## src/rtl/ysyx_23060221_ifu.sv

```systemverilog
// rtl/ysyx_23060221_ifu.sv - instruction fetch unit, producer side of the IFU->IDU handshake
// One fetch per round: request, wait for response or timeout, hand to IDU, wait for next PC.
module ysyx_23060221_ifu #(
  parameter logic [31:0] RESET_PC = 32'h8000_0000,
  parameter int unsigned TIMEOUT  = 255
) (
  input  logic        clk,
  input  logic        rst_n,
  output logic        imem_req_valid,
  input  logic        imem_req_ready,
  output logic [31:0] imem_addr,
  input  logic        imem_rsp_valid,
  input  logic [31:0] imem_rdata,
  input  logic        imem_rsp_err,
  output logic        IFU_valid,
  input  logic        IDU_ready,
  output logic [31:0] inst,
  output logic [31:0] pc,
  output logic        ifu_fault,
  input  logic        npc_valid,
  input  logic [31:0] npc,
  output logic        IFU_ready,
  output logic [63:0] fetch_cnt
);

  typedef enum logic [2:0] {
    S_IDLE  = 3'd0,
    S_REQ   = 3'd1,
    S_WAIT  = 3'd2,
    S_VALID = 3'd3,
    S_NEXT  = 3'd4
  } state_e;

  localparam logic [7:0] TIMEOUT_LIMIT = TIMEOUT[7:0];

  state_e      state_q;
  logic [31:0] pc_q;
  logic [31:0] inst_q;
  logic        fault_q;
  logic [63:0] fetch_cnt_q;
  logic [7:0]  tmo_cnt_q;
  logic [7:0]  tmo_cnt_d;
  logic        req_valid_q;
  logic        ifu_valid_q;
  logic        ifu_ready_q;
  logic        pc_misaligned;
  logic        tmo_hit;

  assign tmo_cnt_d     = tmo_cnt_q + 8'd1;
  // A zero limit never matches because the counter compare is gated off.
  assign tmo_hit       = (TIMEOUT_LIMIT != 8'd0) && (tmo_cnt_d == TIMEOUT_LIMIT);
  assign pc_misaligned = (pc_q[1:0] != 2'b00);

  always_ff @(posedge clk) begin
    if (!rst_n) begin
      state_q     <= S_IDLE;
      pc_q        <= RESET_PC;
      inst_q      <= 32'h0;
      fault_q     <= 1'b0;
      fetch_cnt_q <= 64'h0;
      tmo_cnt_q   <= 8'h0;
      req_valid_q <= 1'b0;
      ifu_valid_q <= 1'b0;
      ifu_ready_q <= 1'b0;
    end else begin
      case (state_q)
        S_IDLE: begin
          state_q <= S_REQ;
        end
        // The request flop rises one cycle into REQ, so a misaligned PC
        // is caught before anything reaches the memory port.
        S_REQ: begin
          if (pc_misaligned) begin
            inst_q      <= 32'h0;
            fault_q     <= 1'b1;
            req_valid_q <= 1'b0;
            ifu_valid_q <= 1'b1;
            state_q     <= S_VALID;
          end else if (!req_valid_q) begin
            req_valid_q <= 1'b1;
          end else if (imem_req_ready) begin
            req_valid_q <= 1'b0;
            tmo_cnt_q   <= 8'h0;
            state_q     <= S_WAIT;
          end
        end
        S_WAIT: begin
          if (imem_rsp_valid) begin
            inst_q      <= imem_rdata;
            fault_q     <= imem_rsp_err;
            ifu_valid_q <= 1'b1;
            state_q     <= S_VALID;
          end else if (tmo_hit) begin
            inst_q      <= 32'h0;
            fault_q     <= 1'b1;
            tmo_cnt_q   <= tmo_cnt_d;
            ifu_valid_q <= 1'b1;
            state_q     <= S_VALID;
          end else begin
            tmo_cnt_q <= tmo_cnt_d;
          end
        end
        S_VALID: begin
          if (IDU_ready) begin
            fetch_cnt_q <= fetch_cnt_q + 64'd1;
            ifu_valid_q <= 1'b0;
            ifu_ready_q <= 1'b1;
            state_q     <= S_NEXT;
          end
        end
        S_NEXT: begin
          if (npc_valid) begin
            pc_q        <= npc;
            fault_q     <= 1'b0;
            ifu_ready_q <= 1'b0;
            state_q     <= S_REQ;
          end
        end
        default: begin
          req_valid_q <= 1'b0;
          ifu_valid_q <= 1'b0;
          ifu_ready_q <= 1'b0;
          state_q     <= S_IDLE;
        end
      endcase
    end
  end

  assign imem_req_valid = req_valid_q;
  assign imem_addr      = pc_q;
  assign IFU_valid      = ifu_valid_q;
  assign inst           = inst_q;
  assign pc             = pc_q;
  assign ifu_fault      = fault_q;
  assign IFU_ready      = ifu_ready_q;
  assign fetch_cnt      = fetch_cnt_q;

endmodule

```

## config.mk

```make
export PLATFORM = sky130hd
export DESIGN_NAME = ysyx_23060221_ifu
export DESIGN_NICKNAME = d
export VERILOG_FILES = /design/src/rtl/ysyx_23060221_ifu.sv
export SDC_FILE = /design/constraint.sdc
export NUM_CORES = 1
export LEC_CHECK = 0
export CAP_MARGIN = 0
export CORE_MARGIN = 4
export CORE_UTILIZATION = 48
export DETAILED_ROUTE_END_ITERATION = 7
export PLACE_DENSITY = 0.95
export SYNTH_ARGS = -nofsm -noshare
export SYNTH_HDL_FRONTEND = slang
export SYNTH_SLANG_ARGS = --single-unit
```

## constraint.sdc

```tcl
create_clock -name clk -period 4 [get_ports clk]
set_clock_uncertainty 0.2 [all_clocks]
set_input_delay 0.4 -clock clk [delete_from_list [all_inputs] [get_ports clk]]
set_output_delay 0.4 -clock clk [all_outputs]
set_load 0.005 [all_outputs]
```

* Word-level counts from Yosys, hierarchy flattened *
Index checks and enable logic that the tools add are counted.
Widths: inputs -> output; s select.

word-level totals
  output and inout port bits = 164
  logic and storage cells = 74
  register bits = 143

cells by class
  equal/unequal tests = 15
  reduce and logical (&&, ||, !) cells = 15
  muxes and demuxes = 31
  bitwise operators = 2
  $add $sub $neg = 2

operator list
  kind                   count
  $mux 32                3
  $add 64x1->64 const B  1
  $pmux 32 s2            1
  $mux 8                 4
  $mux 3                 7
  $pmux 8 s2             1
  $pmux 3 s5             1
  $ne 2x2->1 const B     7
  $mux 1                 10
  $reduce_and 5->1       2
  $ne 3x3->1 const B     3
  $add 8x1->8 const B    1
  $eq 8x8->1 const B     1
  $reduce_and 4->1       2
  $eq 3x2->1 const B     2
  $pmux 1 s3             2
  $reduce_and 3->1       2
  $pmux 1 s4             1
  $reduce_and 2->1       2
  $reduce_bool 2->1      2
  $reduce_or 4->1        1
  $eq 3x1->1 const B     1
  $eq 3x3->1 const B     1
  $logic_not 3->1        1
  5 further kinds        6

* Longest topological paths before layout *
Gate-level depths: netlist of run 1.

  word-level depth = 5
  depth in mapped cells = 8
  gate-level depth less buffers = 7

* Least setup slack after synthesis of run 1 *
Ideal clock, no wire load.

  path type = register -> register
  start point = register fetch_cnt_q[4] (netlist: fetch_cnt[4])
  end point = register fetch_cnt_q[50] (netlist: fetch_cnt[50])
  period minus slack after synthesis = 2,535 ps
  setup time = 70 ps
  slack = 1,465 ps
  data required time = 3,730 ps
  data arrival time = 2,265 ps
  cell stages (with the launch flop) = 6
  cell sequence = dfxtp_1 -> nand3_1 -> or4_1 -> or4_4 -> or4_1 -> a21oi_1

between the ends
  cells in the longest elaborated chain, start to end = 1

RTL lines
  what                      line  text
  start: declaration        40    logic [63:0] fetch_cnt_q;
  start signal: assignment  105   fetch_cnt_q <= fetch_cnt_q + 64'd1;
  $add 64x1->64             105

Every way passes these cells.
A chain may end at the register's enable or synchronous reset.

* Worst setup path after layout of run 1 *
  start point = register state_q[1]
  end point = register fetch_cnt_q[50] (netlist: fetch_cnt[50])

between the ends
  cells in the longest elaborated chain, start to end = 2

RTL lines
  what                               line  text
  start: declaration                 36    state_e state_q;
  start signal: assignment           56    state_q <= S_IDLE;
  start signal: assignment           68    state_q <= S_REQ;
  start signal: assignment           78    state_q <= S_VALID;
  $eq 3x2->1                         66    case (state_q)
  $reduce_and 2->1 (no source line)  -

Every way passes these cells.

==> results.toml, run 1 <==
[status]
status = "complete, no violations"

[synthesis]
synth_compound_area_share_pct = 16.27
netlist_area_um2 = 6390
synthAdderAreaFrac_pct = 0.5874
synth_xor_area_share_pct = 4.249
synth-simple-area-share_pct = 26.59
ys_seq_area_share_pct = 44.80
synth-main-ff-cell = "dfxtp_1"
synth-edff-count = 0
synth_top_area_cell = "dfxtp_1"
synth.top_cell.area_share_pct = 44.80
syn_nets = 833
netlist_top_cells_area = "dfxtp_1 (45%), nand2_1 (6.5%), a21oi_1 (6.0%)"
synth_warnings = 0
post_synth_mux_area_share_pct = 0.6266
synth.avg_cell_area_um2 = 8.419
syn-instance-count = 759
synth-seq-cells = 143
synthArstFlopShare_pct = 0
synth_top_family_by_area = "simple AND/OR/NAND/NOR gates"
synthDistinctLibCells = 54

[floorplanning]
die_w_um = 123.4
fp.dieArea_um2 = 15220
core_area_um2 = 12820
start_util_pct = 49.82
fp-row-count = 41
die_y_um = 123.4
pin_count = 235

[critical_path]
critical_path_arrival_ns = 3.18
ff2ff_setup_slack_ns = 0.98
worstSetupPathType = "reg2reg"
cpPeakStageDelay_ns = 0.63
crit_required_ns = 4.16
endpoint_kind = "flop"
cp_cell_sequence = "nand4b_1 > or4_1 > or4_4 > or4_1 > a21oi_1"
path_max_fanout = 15
path_buf_inv = 0
cpLargestDelayFamily = "simple AND/OR/NAND/NOR gates"
crit_path_top_delay_cell = "or4_1"
cp_common_cell = "or4_1"
start_kind = "flop"

[clock_tree]
cts_setup_buffers = 0
clock_latency_ns = 0.42
cts_buffers = 17
cts-htree-levels = 4
cts_tree = "yes"
cts_hold_buf = 0
cts-resized-gates = 0
cts-root-buf = "clkbuf_16"
cts.sinks = 143
path_clk_slew_ns = 0.06
clock_path_buffers = 2

[grt]
antenna_found_initial = 0
grt_max_degree = 41
grt_pass1_vias = 6168
grt_pass1_wl_mm = 30.50
track_usage_pct = 24.86
grt_overflow = 0

[power]
comb_power_share_pct = 7.2
p_clk_share_pct = 49.4
seqPwrFrac_pct = 43.4
internal_power_mw = 2.650
irDropWorstVdd_uv = 259.0
power_density_nw_per_um2 = 365.4
swShare_pct = 22.02
switching_power_mw = 0.7484
cellLeakagePower_nw = 3.106

[placed_design]
place_congestion = 0.8986
hpwl_mm = 13.90
numPortBuffers = 234
dp_slack_ns = 0.7486
place_inst = 1109

[finish]
diodes = 0
area_growth_syn_to_layout_pct = 45.56
layout_commonest_cell = "clkdlybuf4s50_1"
final_util_pct = 72.53
drive_gt1_share_pct = 6.089
stdcell_count = 1141
final_cell_mix = "clkdlybuf4s50_1 (234), dfxtp_1 (143), nand2_1 (111)"
nNetsFinal = 1030

[detailed_routing]
first_pass_iters = 6
drc = 0
ant_nets = 0
routed_wl_mm = 19.23
vias = 6484
drt-initial-drc-count = 741
vias_per_cell = 5.683
wire_per_inst_um = 16.85

[timing]
setup_viol = 0
fmax_mhz = 330.9
post-route-min-period_ns = 3.022
finalCritPeriodShare_pct = 75.55
hold_violations = 0
hold_ws_ns = 0.2647
slew_headroom_pct = 48.17
worst_slew_pin_slew_ns = 0.7710
fin_ws_ns = 0.9778
rsz0062_at_grt = "no"
slew_viol_final = 0
fin_tns_setup_ns = 0

[worst_hold_path]
min_path_type = "reg2reg"

[flow_run]
drv_cap = 0
-- final cells by class --
type / count / area [um2]
timing repair buffer: 246 / 2445
clock buffer: 19 / 442.9
clock inverter: 13 / 187.7
sequential: 143 / 2863
fill: 950 / 3523
tap: 172 / 215.2
multi-input combinational: 534 / 3095
inverter: 14 / 52.55
-- sequential cells by signal (all words and copies together) (netlist names) --
name,flops
fetch_cnt,64
ifu_fault,1
inst,32
tmo_cnt_q,8
imem_addr,32
IFU_ready,1
imem_req_valid,1
state_q,3
IFU_valid,1
-- path summary, 6_finish.rpt --
| path | from | endpoint | cells past startpoint |
|---|---|---|---|
| setup / recovery | state_q[1] | fetch_cnt[50] | 5 |
| hold / removal | imem_addr[17] | imem_addr[17] | 2 |
| setup reg to reg | state_q[1] | fetch_cnt[50] | 5 |
| hold reg to reg | imem_addr[17] | imem_addr[17] | 2 |
-- worst register-to-register path, delay by kind of cell (launching register included) --
kind            cells  cell delay, ns
simple gates        4            2.01
flops               1            0.61
compound gates      1            0.16
-- synthesized netlist by cell type (6+ instances only) --
cell,n
nand3_1,29
inv_1,13
or3_1,16
nor3_1,11
dfxtp_1,143
and3_1,9
nand2_1,111
buf_4,32
a21oi_1,77
nand2b_1,6
nand4_1,33
o31ai_1,14
nor4_1,6
and4_1,8
o21ai_0,21
or4_1,16
a22o_1,32
and2_1,9
xnor2_1,10
xor2_1,21
nor2_1,55
clkbuf_1,30
-- power groups by stage --
stage / clock (mW) / combinational (mW) / sequential, mW
6_report: 1.68 / 0.245 / 1.48
5_1_grt: 1.77 / 0.265 / 1.48
4_1_cts: 1.69 / 0.245 / 1.48
3_5_place_dp: 0 / 0.244 / 1.51
3_3_place_gp: 0 / 0.240 / 1.51
2_1_floorplan: 0 / 0.110 / 1.50
-- metal layers --
layer / track usage [%] / vias to the layer above / share of wire (%)
met5: 0 / - / 0
met4: 9.965 / 0 / 2.4
met3: 7.411 / 51 / 9.2
met2: 42.27 / 336 / 50
met1: 29.34 / 3016 / 38
li1: - / 3081 / -
-- metrics by stage --
step	cell area [um2]	total power, mW
floorplan	6390	1.606
global placement	8671	1.745
detailed placement	8671	1.750
CTS	9301	3.415
global route	9301	3.515
finish	9301	3.399
-- cells by family after synthesis --
group,count (synthesis)
buffers and inverters,82
AND/OR/NAND/NOR,332
flip-flops,143
multiplexers,4
AO/OA/AOI/OAI,164
XOR/XNOR,31
adder cells (fa/ha/maj),3
Note: power is estimated with default switching activity, not from simulation.
==> run 2, diff against run 1 <==
- CORE_UTILIZATION: 48 -> 45
- PLACE_DENSITY: 0.95 -> 0.9
- clock period: 4 -> 3.02 ns (I/O delays scaled with it)
==> run 2 against run 1 <==
Net effect: final area grew 1.9%; power grew 33%; flip-flop and latch count is the same; first-iteration DRC count shrank 9.9%; hold slack lost 0.043 ns; highest routed layer unchanged; non-clock buffer count grew 17; final cell count grew 2.2%; critical path type unchanged; utilization shrank 4.3 points; clock power grew 32%; combinational power grew 46%; wire length grew 3.9%; global-route usage shrank 0.85 points.
==> results.toml, run 2 (synthesized netlist as in run 1, its figures left out) <==
[critical_path]
cpPeakStageDelay_ns = 0.58
endpoint_kind = "flop"
path_max_fanout = 6
cpLargestDelayFamily = "simple AND/OR/NAND/NOR gates"
r2r_end = "fetch_cnt[50]"
crit_path_top_delay_cell = "or4_4"
startpoint = "fetch_cnt[1]"
worstSetupPathType = "reg2reg"
ff2ff_setup_slack_ns = 0.29
r2r-start = "fetch_cnt[1]"
crit_required_ns = 3.16
start_kind = "flop"
path_buf_inv = 0
cp_cell_sequence = "ha_1 > nand4_1 > or4_1 > or4_4 > or4_1 > a21oi_1"
critical_path_arrival_ns = 2.88
setup.worst_path.end = "fetch_cnt[50]"
cp_num_cells = 6
rr_worst_depth = 6
cp_common_cell = "or4_1"

[detailed_routing]
routed_wl_mm = 19.99
drt-initial-drc-count = 668
ant_nets = 0
vias_per_cell = 5.600
vias = 6530
wire_per_inst_um = 17.14
drc = 0
first_pass_iters = 5

[finish]
layout_commonest_cell = "clkdlybuf4s50_1"
nNetsFinal = 1047
fill_cells = 1058
diodes = 0
final_util_pct = 68.25
largest_reg_flops = 64
final_cell_mix = "clkdlybuf4s50_1 (234), dfxtp_1 (143), nand2_1 (111)"
drive_gt1_share_pct = 7.809
area_growth_syn_to_layout_pct = 48.27

[clock_tree]
clock_latency_ns = 0.42
cts-htree-levels = 4
cts_tree = "yes"
cts_setup_buffers = 0
cts-resized-gates = 0
cts_buffers = 17
path_clk_slew_ns = 0.06
cts-root-buf = "clkbuf_16"
cts.sinks = 143
cts_hold_buf = 0
clock_path_buffers = 2

[power]
power_density_nw_per_um2 = 476.9
irDropWorstVdd_uv = 407.2
cellLeakagePower_nw = 3.198
power.total_mw = 4.519

[timing]
rsz0062_at_grt = "no"
slew_viol_final = 0
post-route-min-period_ns = 2.732
finalCritPeriodShare_pct = 90.46
fin_tns_setup_ns = 0
setup_viol = 0
fmax_mhz = 366.1
fin_ws_ns = 0.2882
slew_headroom_pct = 60.95
hold_violations = 0
worst_slew_pin_slew_ns = 0.5849
hold_ws_ns = 0.2212

[placed_design]
place_congestion = 0.8956
numPortBuffers = 234
dp_slack_ns = -0.06726
hpwl_mm = 14.37

[grt]
grt_overflow = 0
track_usage_pct = 24.01
antenna_found_initial = 0
grt_pass1_vias = 6213
grt_max_degree = 40
grt_pass1_wl_mm = 31.55

[floorplanning]
core_area_um2 = 13880
die_w_um = 127.2
fp.dieArea_um2 = 16170
die_y_um = 127.2
fp-row-count = 43
pin_count = 235
start_util_pct = 46.03

[status]
status = "complete, no violations"

[worst_hold_path]
min_path_type = "in2reg"

[flow_run]
drv_cap = 0
run 2: cell count changes in the layout (fill, tap and decap cells not counted):
cell	previous run	this run
buf_4	11	25
clkinv_4	5	1
buf_12	1	4
clkinvlp_4	0	3
clkbuf_1	1	0
clkinv_2	3	4
inv_6	1	2
run 2: per-stage QoR:
step / std cells / instance area (um2)
after floorplan: 759 / 6390
after global placement: 1134 / 8846
after detailed placement: 1134 / 8846
after CTS: 1166 / 9474
after global routing: 1166 / 9474
final: 1166 / 9474
run 2: cell type report:
class	count	area, um2	share of cell area (%)
inverters	14	52.55	0.5547
flip-flops and latches	143	2863	30.22
well taps	180	225.2	2.377
clock inverters	14	188.9	1.994
multi-input cells	534	3095	32.67
clock buffers	18	439.2	4.635
repair buffers	263	2610	27.55
run 2: worst min path at each step:
stage,depth (start not counted),to,start
finish,3,imem_addr[12],npc[12]
global route,3,imem_addr[0],npc[0]
CTS,3,imem_addr[12],npc[12]
detailed placement,1,inst[6],inst[6]
global placement,2,ifu_fault,ifu_fault
floorplan,2,imem_addr[31],npc[31]
run 2: metal layers:
metal / share of wire [%] / global-route usage (%) / vias to the layer above
li1: - / - / 3109
met1: 41 / 28.57 / 3069
met2: 51 / 41.22 / 309
met3: 6.7 / 7.441 / 43
met4: 2.1 / 8.076 / 0
met5: 0 / 0 / -
run 2: power by group:
part	switching, mW	internal (mW)
logic	0.157	0.200
clock network	0.817	1.40
registers	0.0236	1.92
total	0.998	3.52
run 2: worst reg2reg max path, delay by kind of cell, from the launching register on:
family / cells / cell delay [ns]
AND/OR/NAND/NOR: 4 / 1.63
flip-flops: 1 / 0.45
adder cells (fa/ha/maj): 1 / 0.22
AO/OA/AOI/OAI: 1 / 0.17
==> run 3, diff against run 2 <==
- CAP_MARGIN: 0 -> 5
- CORE_UTILIZATION: 45 -> 40
- PLACE_DENSITY: 0.9 -> 0.85
- clock period: 3.02 -> 2.3 ns (I/O delays scaled with it)
==> run 3 against run 2 <==
Net effect: wire length rose by 9.1%; the flow now finishes with violations (negative setup slack); count of clock-buffer cells in the layout did not move; global-route usage is 1.5 points lower; hold slack got worse by 0.064 ns; flip-flop and latch count is the same; combinational power up 50%; worst setup slack got worse by 0.42 ns; non-clock buffer count grew 80; via count grew 7.0%; critical path type unchanged; utilization down 0.68 points.
==> results.toml, run 3 (synthesized netlist as in run 1, its figures left out) <==
[critical_path]
cp_common_cell = "or4_4"
start_kind = "flop"
crit_path_top_delay_cell = "or4_4"
ff2ff_setup_slack_ns = -0.13
cpPeakStageDelay_ns = 0.54
critical_path_arrival_ns = 2.58
worstSetupPathType = "reg2reg"
path_buf_inv = 0
crit_required_ns = 2.45
startpoint = "fetch_cnt[1]"
endpoint_kind = "flop"
cp_cell_sequence = "ha_4 > nand4_1 > or4_4 > or4_4 > or4_1 > a21oi_1"
cpLargestDelayFamily = "simple AND/OR/NAND/NOR gates"
rr_worst_depth = 6
r2r_end = "fetch_cnt[50]"
r2r-start = "fetch_cnt[1]"
path_max_fanout = 7

[status]
violations = "negative setup slack"
status = "finished with violations"

[clock_tree]
path_clk_slew_ns = 0.06
cts-root-buf = "clkbuf_16"
clock_path_buffers = 2
clock_latency_ns = 0.42
cts-htree-levels = 4
cts_buffers = 17
cts_tree = "yes"
cts.sinks = 143

[detailed_routing]
ant_nets = 0
vias_per_cell = 5.463
drc = 0
wire_per_inst_um = 17.04
first_pass_iters = 6
drt-initial-drc-count = 718
vias = 6987
routed_wl_mm = 21.80

[worst_hold_path]
min_path_type = "in2reg"
hold_end = "imem_addr[13]"
whs_path_depth = 3
hp-start = "npc[13]"

[placed_design]
numPortBuffers = 234
dpl_cell_area_um2 = 9455
place_inst = 1239
place_congestion = 0.9116
hpwl_mm = 15.33

[power]
irDropWorstVdd_uv = 524.6
power.total_mw = 6.211
power_density_nw_per_um2 = 595.8
cellLeakagePower_nw = 3.730

[timing]
fmax_mhz = 411.5
hold_violations = 0
setup_viol = 15
hold_ws_ns = 0.1572
rsz0062_at_grt = "yes"
finalCritPeriodShare_pct = 105.7
fin_ws_ns = -0.1303
slew_headroom_pct = 67.45
worst_slew_pin_slew_ns = 0.4867
slew_viol_final = 0
post-route-min-period_ns = 2.430

[floorplanning]
pin_count = 235
die_w_um = 134.4
start_util_pct = 41.42
fp.dieArea_um2 = 18060
fp-row-count = 45
die_y_um = 134.4
core_area_um2 = 15430

[grt]
track_usage_pct = 22.47
grt_max_degree = 33
grt_pass1_vias = 6694
antenna_found_initial = 0
grt_overflow = 0
grt_pass1_wl_mm = 33.42

[finish]
largest_reg_flops = 64
layout_commonest_cell = "clkdlybuf4s50_1"
fill_cells = 1191
stdcell_count = 1279
final_area_um2 = 10430
diodes = 0
area_growth_syn_to_layout_pct = 63.15
nNetsFinal = 1129
final_cell_mix = "clkdlybuf4s50_1 (234), dfxtp_1 (133), nand2_1 (110)"
drive_gt1_share_pct = 18.54

[flow_run]
drv_cap = 0
==> run 3: cell types whose count changed in the layout (fill, tap and decap cells not counted), sizes merged <==
cell,delta
inv,-1
clkinvlp,-2
or2,+1
clkinv,+1
bufinv,+2
buf,+78
clkbuf,+2
or4,+1
==> run 3: layout make-up <==
type,instances,area (um2),area share [%]
multi-input combinational,536,3308,31.73
sequential,143,2885,27.68
tap,211,264.0,2.532
timing repair buffer,343,3236,31.04
clock inverter,14,237.7,2.280
clock buffer,18,439.2,4.213
inverter,14,55.05,0.5281
==> run 3: per-layer routing <==
metal	up-vias	global-route usage, %	routed length, um
li1	3293	-	-
met4	0	8.597	499
met1	3287	26.83	8262
met3	52	6.002	1847
met5	-	0	0
met2	355	38.60	11190
==> run 3: report_power, final <==
part	total (mW)	switching [mW]	internal, mW
Clock	3.13	1.06	2.06
Sequential	2.55	0.0302	2.52
Combinational	0.536	0.231	0.305
==> run 3: how the worst max path moves through the flow <==
stage	slack, ns	endpoint	cells after the start
floorplan	-0.07	fetch_cnt[42]	7
global placement	-0.36	fetch_cnt[50]	6
detailed placement	-0.39	fetch_cnt[50]	6
CTS	-0.15	fetch_cnt[50]	6
global route	-0.16	fetch_cnt[50]	6
finish	-0.13	fetch_cnt[50]	6
==> run 3: repair_timing <==
| item | in CTS | in global routing |
|---|---|---|
| pin swaps | 4 | 28 |
| setup endpoints to repair | 48 | 64 |
| hold endpoints to repair | 0 | 0 |
| gates cloned | 1 | 3 |
| resized for setup | 8 | 42 |
| hold buffers | 0 | 0 |
| setup buffers | 1 | 6 |
==> run 3: through the flow <==
stage	util (%)	TNS [ns]	setup WS, ns
floorplan	-	-0.5364	-0.07159
global placement	61.29	-13.76	-0.3590
detailed placement	61.29	-15.75	-0.3870
CTS	66.03	-1.371	-0.1504
global route	67.58	-2.003	-0.1583
finish	67.58	-0.6626	-0.1303
==> run 3: worst register-to-register path: cells and delay by family (launching register included) <==
family / cells / cell delay [ns]
AOI/OAI and AO/OA: 1 / 0.13
DFF: 1 / 0.35
adders and majority gates: 1 / 0.13
and+or+nand+nor: 4 / 1.54
